### config.mk
export PLATFORM = sky130hd
export DESIGN_NAME = multicycle_adder
export DESIGN_NICKNAME = d
export VERILOG_FILES = /design/src/rtl/multicycle_adder.sv
export SDC_FILE = /design/constraint.sdc
export NUM_CORES = 1
export LEC_CHECK = 0
export ABC_CLOCK_PERIOD_IN_PS = 2950
export CAP_MARGIN = 10
export CORE_ASPECT_RATIO = 0.6
export CORE_MARGIN = 2
export CORE_UTILIZATION = 30
export DETAILED_ROUTE_END_ITERATION = 8
export PLACE_DENSITY = 0.48
export SETUP_SLACK_MARGIN = 0.1
export SLEW_MARGIN = 15
export SYNTH_ARGS = -nofsm -noshare
export SYNTH_HDL_FRONTEND = slang
export SYNTH_SLANG_ARGS = --single-unit
### constraint.sdc
create_clock -name clk -period 2.95 [get_ports clk]
set_clock_uncertainty 0.1 [all_clocks]
set_input_delay 0.7375 -clock clk [delete_from_list [all_inputs] [get_ports clk]]
set_output_delay 0.7375 -clock clk [all_outputs]
set_load 0.02 [all_outputs]
### src/rtl/multicycle_adder.sv
// Multi-cycle adder/subtractor.
// WIDTH-bit operands are summed BITS_PER_CYCLE bits per clock through a ripple
// chain of full-adder cells, least significant slice first. The carry between
// slices is held in a register. Start/ready/done handshake. Carry-out and
// signed overflow are reported with the sum.

module multicycle_adder #(
    parameter int WIDTH          = 16,
    parameter int BITS_PER_CYCLE = 4
) (
    input  logic             clk,
    input  logic             rst_n,
    input  logic             start,
    input  logic             sub,
    input  logic [WIDTH-1:0] a,
    input  logic [WIDTH-1:0] b,
    input  logic             cin,
    output logic             ready,
    output logic             done,
    output logic [WIDTH-1:0] sum,
    output logic             cout,
    output logic             ovf
);

    // Number of RUN cycles per operation; BITS_PER_CYCLE must divide WIDTH.
    localparam int N     = WIDTH / BITS_PER_CYCLE;
    localparam int CNT_W = (N > 1) ? $clog2(N) : 1;
    localparam logic [CNT_W-1:0] LAST = CNT_W'(N - 1);

    typedef enum logic [1:0] {
        IDLE,
        RUN,
        DONE
    } state_t;

    state_t                    state;
    state_t                    state_next;

    // Operands shift right one slice per RUN cycle, so the active slice is
    // always at the bottom. op_b is already inverted for subtraction.
    logic [WIDTH-1:0]          op_a;
    logic [WIDTH-1:0]          op_b;
    logic [WIDTH-1:0]          acc;
    logic [WIDTH-1:0]          acc_next;
    logic                      carry;
    logic [CNT_W-1:0]          count;

    logic [BITS_PER_CYCLE-1:0] slice_a;
    logic [BITS_PER_CYCLE-1:0] slice_b;
    logic [BITS_PER_CYCLE-1:0] slice_sum;
    logic                      ripple;
    logic                      slice_cout;
    logic                      msb_cin;
    logic                      last_slice;

    assign slice_a    = op_a[BITS_PER_CYCLE-1:0];
    assign slice_b    = op_b[BITS_PER_CYCLE-1:0];
    assign last_slice = (count == LAST);

    // Ripple chain of full-adder cells for one slice; also captures the carry
    // into the top bit of the slice, which is the MSB carry-in on the last slice.
    always_comb begin
        ripple    = carry;
        msb_cin   = 1'b0;
        slice_sum = '0;
        for (int i = 0; i < BITS_PER_CYCLE; i++) begin
            if (i == BITS_PER_CYCLE - 1) begin
                msb_cin = ripple;
            end
            slice_sum[i] = slice_a[i] ^ slice_b[i] ^ ripple;
            ripple       = (slice_a[i] & slice_b[i]) | (ripple & (slice_a[i] ^ slice_b[i]));
        end
        slice_cout = ripple;
    end

    // Internal result with the current slice merged into its position.
    always_comb begin
        acc_next = acc;
        acc_next[int'(count) * BITS_PER_CYCLE +: BITS_PER_CYCLE] = slice_sum;
    end

    // State register.
    always_ff @(posedge clk) begin
        if (!rst_n) begin
            state <= IDLE;
        end else begin
            state <= state_next;
        end
    end

    // Next-state logic and handshake outputs.
    always_comb begin
        state_next = state;
        ready      = 1'b0;
        done       = 1'b0;
        case (state)
            IDLE: begin
                ready = 1'b1;
                if (start) begin
                    state_next = RUN;
                end
            end
            RUN: begin
                if (last_slice) begin
                    state_next = DONE;
                end
            end
            DONE: begin
                done       = 1'b1;
                state_next = IDLE;
            end
            default: begin
                state_next = IDLE;
            end
        endcase
    end

    // Datapath: latch operands on accept, add one slice per RUN cycle, and
    // publish sum/cout/ovf only on the edge that enters DONE.
    always_ff @(posedge clk) begin
        if (!rst_n) begin
            op_a  <= '0;
            op_b  <= '0;
            acc   <= '0;
            carry <= 1'b0;
            count <= '0;
            sum   <= '0;
            cout  <= 1'b0;
            ovf   <= 1'b0;
        end else begin
            case (state)
                IDLE: begin
                    if (start) begin
                        op_a  <= a;
                        op_b  <= sub ? ~b : b;
                        carry <= sub ? 1'b1 : cin;
                        count <= '0;
                    end
                end
                RUN: begin
                    op_a  <= op_a >> BITS_PER_CYCLE;
                    op_b  <= op_b >> BITS_PER_CYCLE;
                    carry <= slice_cout;
                    acc   <= acc_next;
                    count <= count + 1'b1;
                    if (last_slice) begin
                        sum  <= acc_next;
                        cout <= slice_cout;
                        ovf  <= msb_cin ^ slice_cout;
                    end
                end
                default: begin
                end
            endcase
        end
    end

endmodule

==> flow_summary_export.csv <==
group,metric,value,unit
synthesis,synthMuxAreaShare,0.5926,%
final_layout,area_growth_syn_to_layout,28.26,%
drt,vias_per_cell,4.866,
placement,hpwl,6.196,mm
job,max-cap-violations,0,
floorplanning,ios,57,
timing,hold_viol,0,
drt,dr.first_iter.drc_count,119,
worst_setup_path,cp.required,3060,ps
global_route,grt_pass1_vias,2629,
timing,rsz0062_at_grt,"false",
clock_network,cts.sinks,71,
synthesis,synth_top_family_by_area,"compound AO/OA/AOI/OAI gates",
global_route,grt_pass1_wl,14.27,mm
clock_network,worstSkewPairLatency,330,ps
clock_network,cts_resized,0,
global_route,overflow,0,
timing,slew_viol_final,0,
final_layout,layout.cells.non_filler,552,
floorplanning,core_area,10780,µm²
drt,drc,0,
worst_setup_path,r2r_slack,370,ps
clock_network,cts_root_buffer,"clkbuf_16",
synthesis,ys_types,35,
placement,place.gp.congestion,0.7613,
timing,relSlewSlack,46.15,%
power_and_ir_drop,power_density,545.3,nW/µm²
final_layout,final_cell_mix,"dfxtp_1 (71), clkdlybuf4s50_1 (56), nor2b_1 (41)",
clock_network,h-tree-depth,3,
min_path,hold_class,"flip-flop to flip-flop",
power_and_ir_drop,irDropWorstVdd,0.2734,mV
global_route,grt_antenna_before_repair,0,
worst_setup_path,end_kind,"flip-flop",
synthesis,synth-xor-area-share,4.407,%
global_route,grt_max_degree,57,
floorplanning,die_h,86.20,µm
worst_setup_path,ff2ff_path_depth,10,
synthesis,yosysSeqAreaShare,42.07,%
floorplanning,start_util,31.35,%
synthesis,yosys_register_bits,71,
final_layout,final_nets,455,
timing,setup_violations,0,
clock_network,post_cts_buffers,0,
worst_setup_path,critPathKind,"flip-flop to flip-flop",
timing,min_period,2580,ps
floorplanning,fp-row-count,29,
worst_setup_path,worstReg2RegStart,"op_a[0]",
worst_setup_path,arrival,2690,ps
worst_setup_path,cp-start-kind,"flip-flop",
timing,max_freq,0.3876,GHz
timing,finalCritPeriodShare,87.45,%
placement,dp_cells,536,
synthesis,synth_simple_gate_area_share,20.81,%
synthesis,yosys_warnings,0,
run_status,status,"finished clean",
final_layout,final_common_cell,"dfxtp_1",
worst_setup_path,worstPathMaxFanout,8,
min_path,hold_depth,1,
worst_setup_path,worstReg2RegEnd,"acc[15]",
synthesis,yosys.area_share.adder,4.593,%
drt,postRouteAntennaNets,0,
power_and_ir_drop,leakage,1.546,nW
placement,portBuffers,56,
clock_network,cts_buffers,9,
clock_network,cts_tree,"done",
synthesis,netlist_area,3378,µm²
drt,wl,8.707,mm
clock_network,cts.path.max_buffers,2,
synthesis,synth_nets,407,
drt,drt-pass1-iter-count,4,
floorplanning,die-width,141.0,µm
timing,setup_tns,0,ps
min_path,worst_hold_path.endpoint,"op_b[3]",
synthesis,synth.avg_cell_area,9.384,µm²
global_route,track_usage,15.31,%
final_layout,final_layout_size_suffix_gt1_share,10.17,%
drt,avgRoutedWirePerCell,15.77,µm
timing,worst_slew_pin_slew,806.0,ps
final_layout,nFillCells,1074,
synthesis,syn_inst,360,
clock_network,cts_hold_buf,0,
synthesis,synth_compound_area_share,21.44,%
min_path,worstHoldStart,"op_b[7]",
floorplanning,dieArea,12150,µm²
clock_network,path_clk_slew,60,ps
drt,vias,2686,
final_layout,insertedDiodeCount,0,
## logic make-up (layout without fill, tap and decap cells)
group,count (synthesis),in the layout
AO/OA/AOI/OAI,97,97
multiplexers,2,2
AND/OR/NAND/NOR,121,121
buffers and inverters,42,95
flip-flops,71,71
adder cells (fa/ha/maj),10,10
XOR/XNOR,17,17
## worst max path at each step
stage / from / endpoint / depth (start not counted)
finish: op_a[0] / acc[15] / 10
global route: op_a[0] / acc[7] / 10
CTS: op_a[0] / acc[15] / 10
detailed placement: op_a[0] / acc[15] / 10
global placement: op_a[0] / acc[15] / 10
floorplan: op_a[0] / acc[11] / 11
## stage by stage
step	total power [W]	util (%)	setup slack (ps)	hold slack, ps	instance area, µm²
2_1_floorplan	0.001258	-	497.1	354.9	3378
3_3_place_gp	0.001389	37.63	401.6	373.4	4055
3_5_place_dp	0.001389	37.63	362.5	372.0	4055
4_1_cts	0.002392	40.21	349.6	387.9	4333
5_1_grt	0.002483	40.21	168.6	402.3	4333
6_report	0.002363	40.21	370.2	387.8	4333
## registers in the layout, summed over array words and instances, names as in the netlist
name and flops:
acc 16, carry 1, count 2, cout 1
op_a 16, op_b 16, ovf 1, state 2
sum 16
## routing by layer
metal	part of all wire (%)	track usage, %	vias up
met4	1.3	4.636	0
met5	0	0	-
met3	6.3	4.199	9
li1	-	-	1370
met2	37	19.82	66
met1	55	24.00	1241
## cell type report
cell class                 count  area [µm²]  area share [%]
clock buffer                  13       260.3           6.006
tap                          139       173.9           4.014
timing repair buffer          69       670.6           15.48
clock inverter                 3       17.52          0.4043
inverter                      10       37.54          0.8663
multi-input combinational    247        1752           40.43
sequential                    71        1421           32.80
## worst max-delay path, stage by stage, from the launching register on
cell,delay (ps)
dfxtp_1,330
inv_1,60
fa_1,400
inv_1,70
fa_1,150
inv_1,50
fa_1,390
inv_1,90
fa_1,540
a32oi_1,230
nor2b_1,60
## power breakdown
| part | internal (W) | switching (W) | leakage, nW | total, W |
|---|---|---|---|---|
| Sequential | 0.00100 | 0.0000302 | 0.579 | 0.00103 |
| Combinational | 0.000170 | 0.000168 | 0.832 | 0.000338 |
| Clock | 0.000612 | 0.000381 | 0.136 | 0.000993 |
## cell usage after synthesis (all sizes together)
cell | number | area [µm²]
a21oi | 12 | 60.06
a221o | 12 | 120.1
a221oi | 1 | 8.760
a22oi | 17 | 127.6
a31oi | 16 | 100.1
a32oi | 8 | 70.07
and2 | 3 | 21.27
and3 | 2 | 12.51
and3b | 1 | 8.760
and4b | 1 | 10.01
buf | 22 | 130.1
clkbuf | 10 | 37.54
dfxtp | 71 | 1421
fa | 4 | 80.08
ha | 6 | 75.07
inv | 10 | 37.54
mux2i | 2 | 20.02
nand2 | 11 | 41.29
nand2b | 25 | 156.4
nand3b | 4 | 30.03
nand4bb | 1 | 11.26
nor2 | 26 | 97.59
nor2b | 41 | 256.5
nor3b | 3 | 27.52
nor4bb | 3 | 30.03
o21ai | 17 | 85.08
o21ba | 1 | 10.01
o21bai | 1 | 7.510
o221a | 12 | 135.1
xnor2 | 13 | 113.9
xor2 | 4 | 35.03
Note: power is estimated with default switching activity, not from simulation.
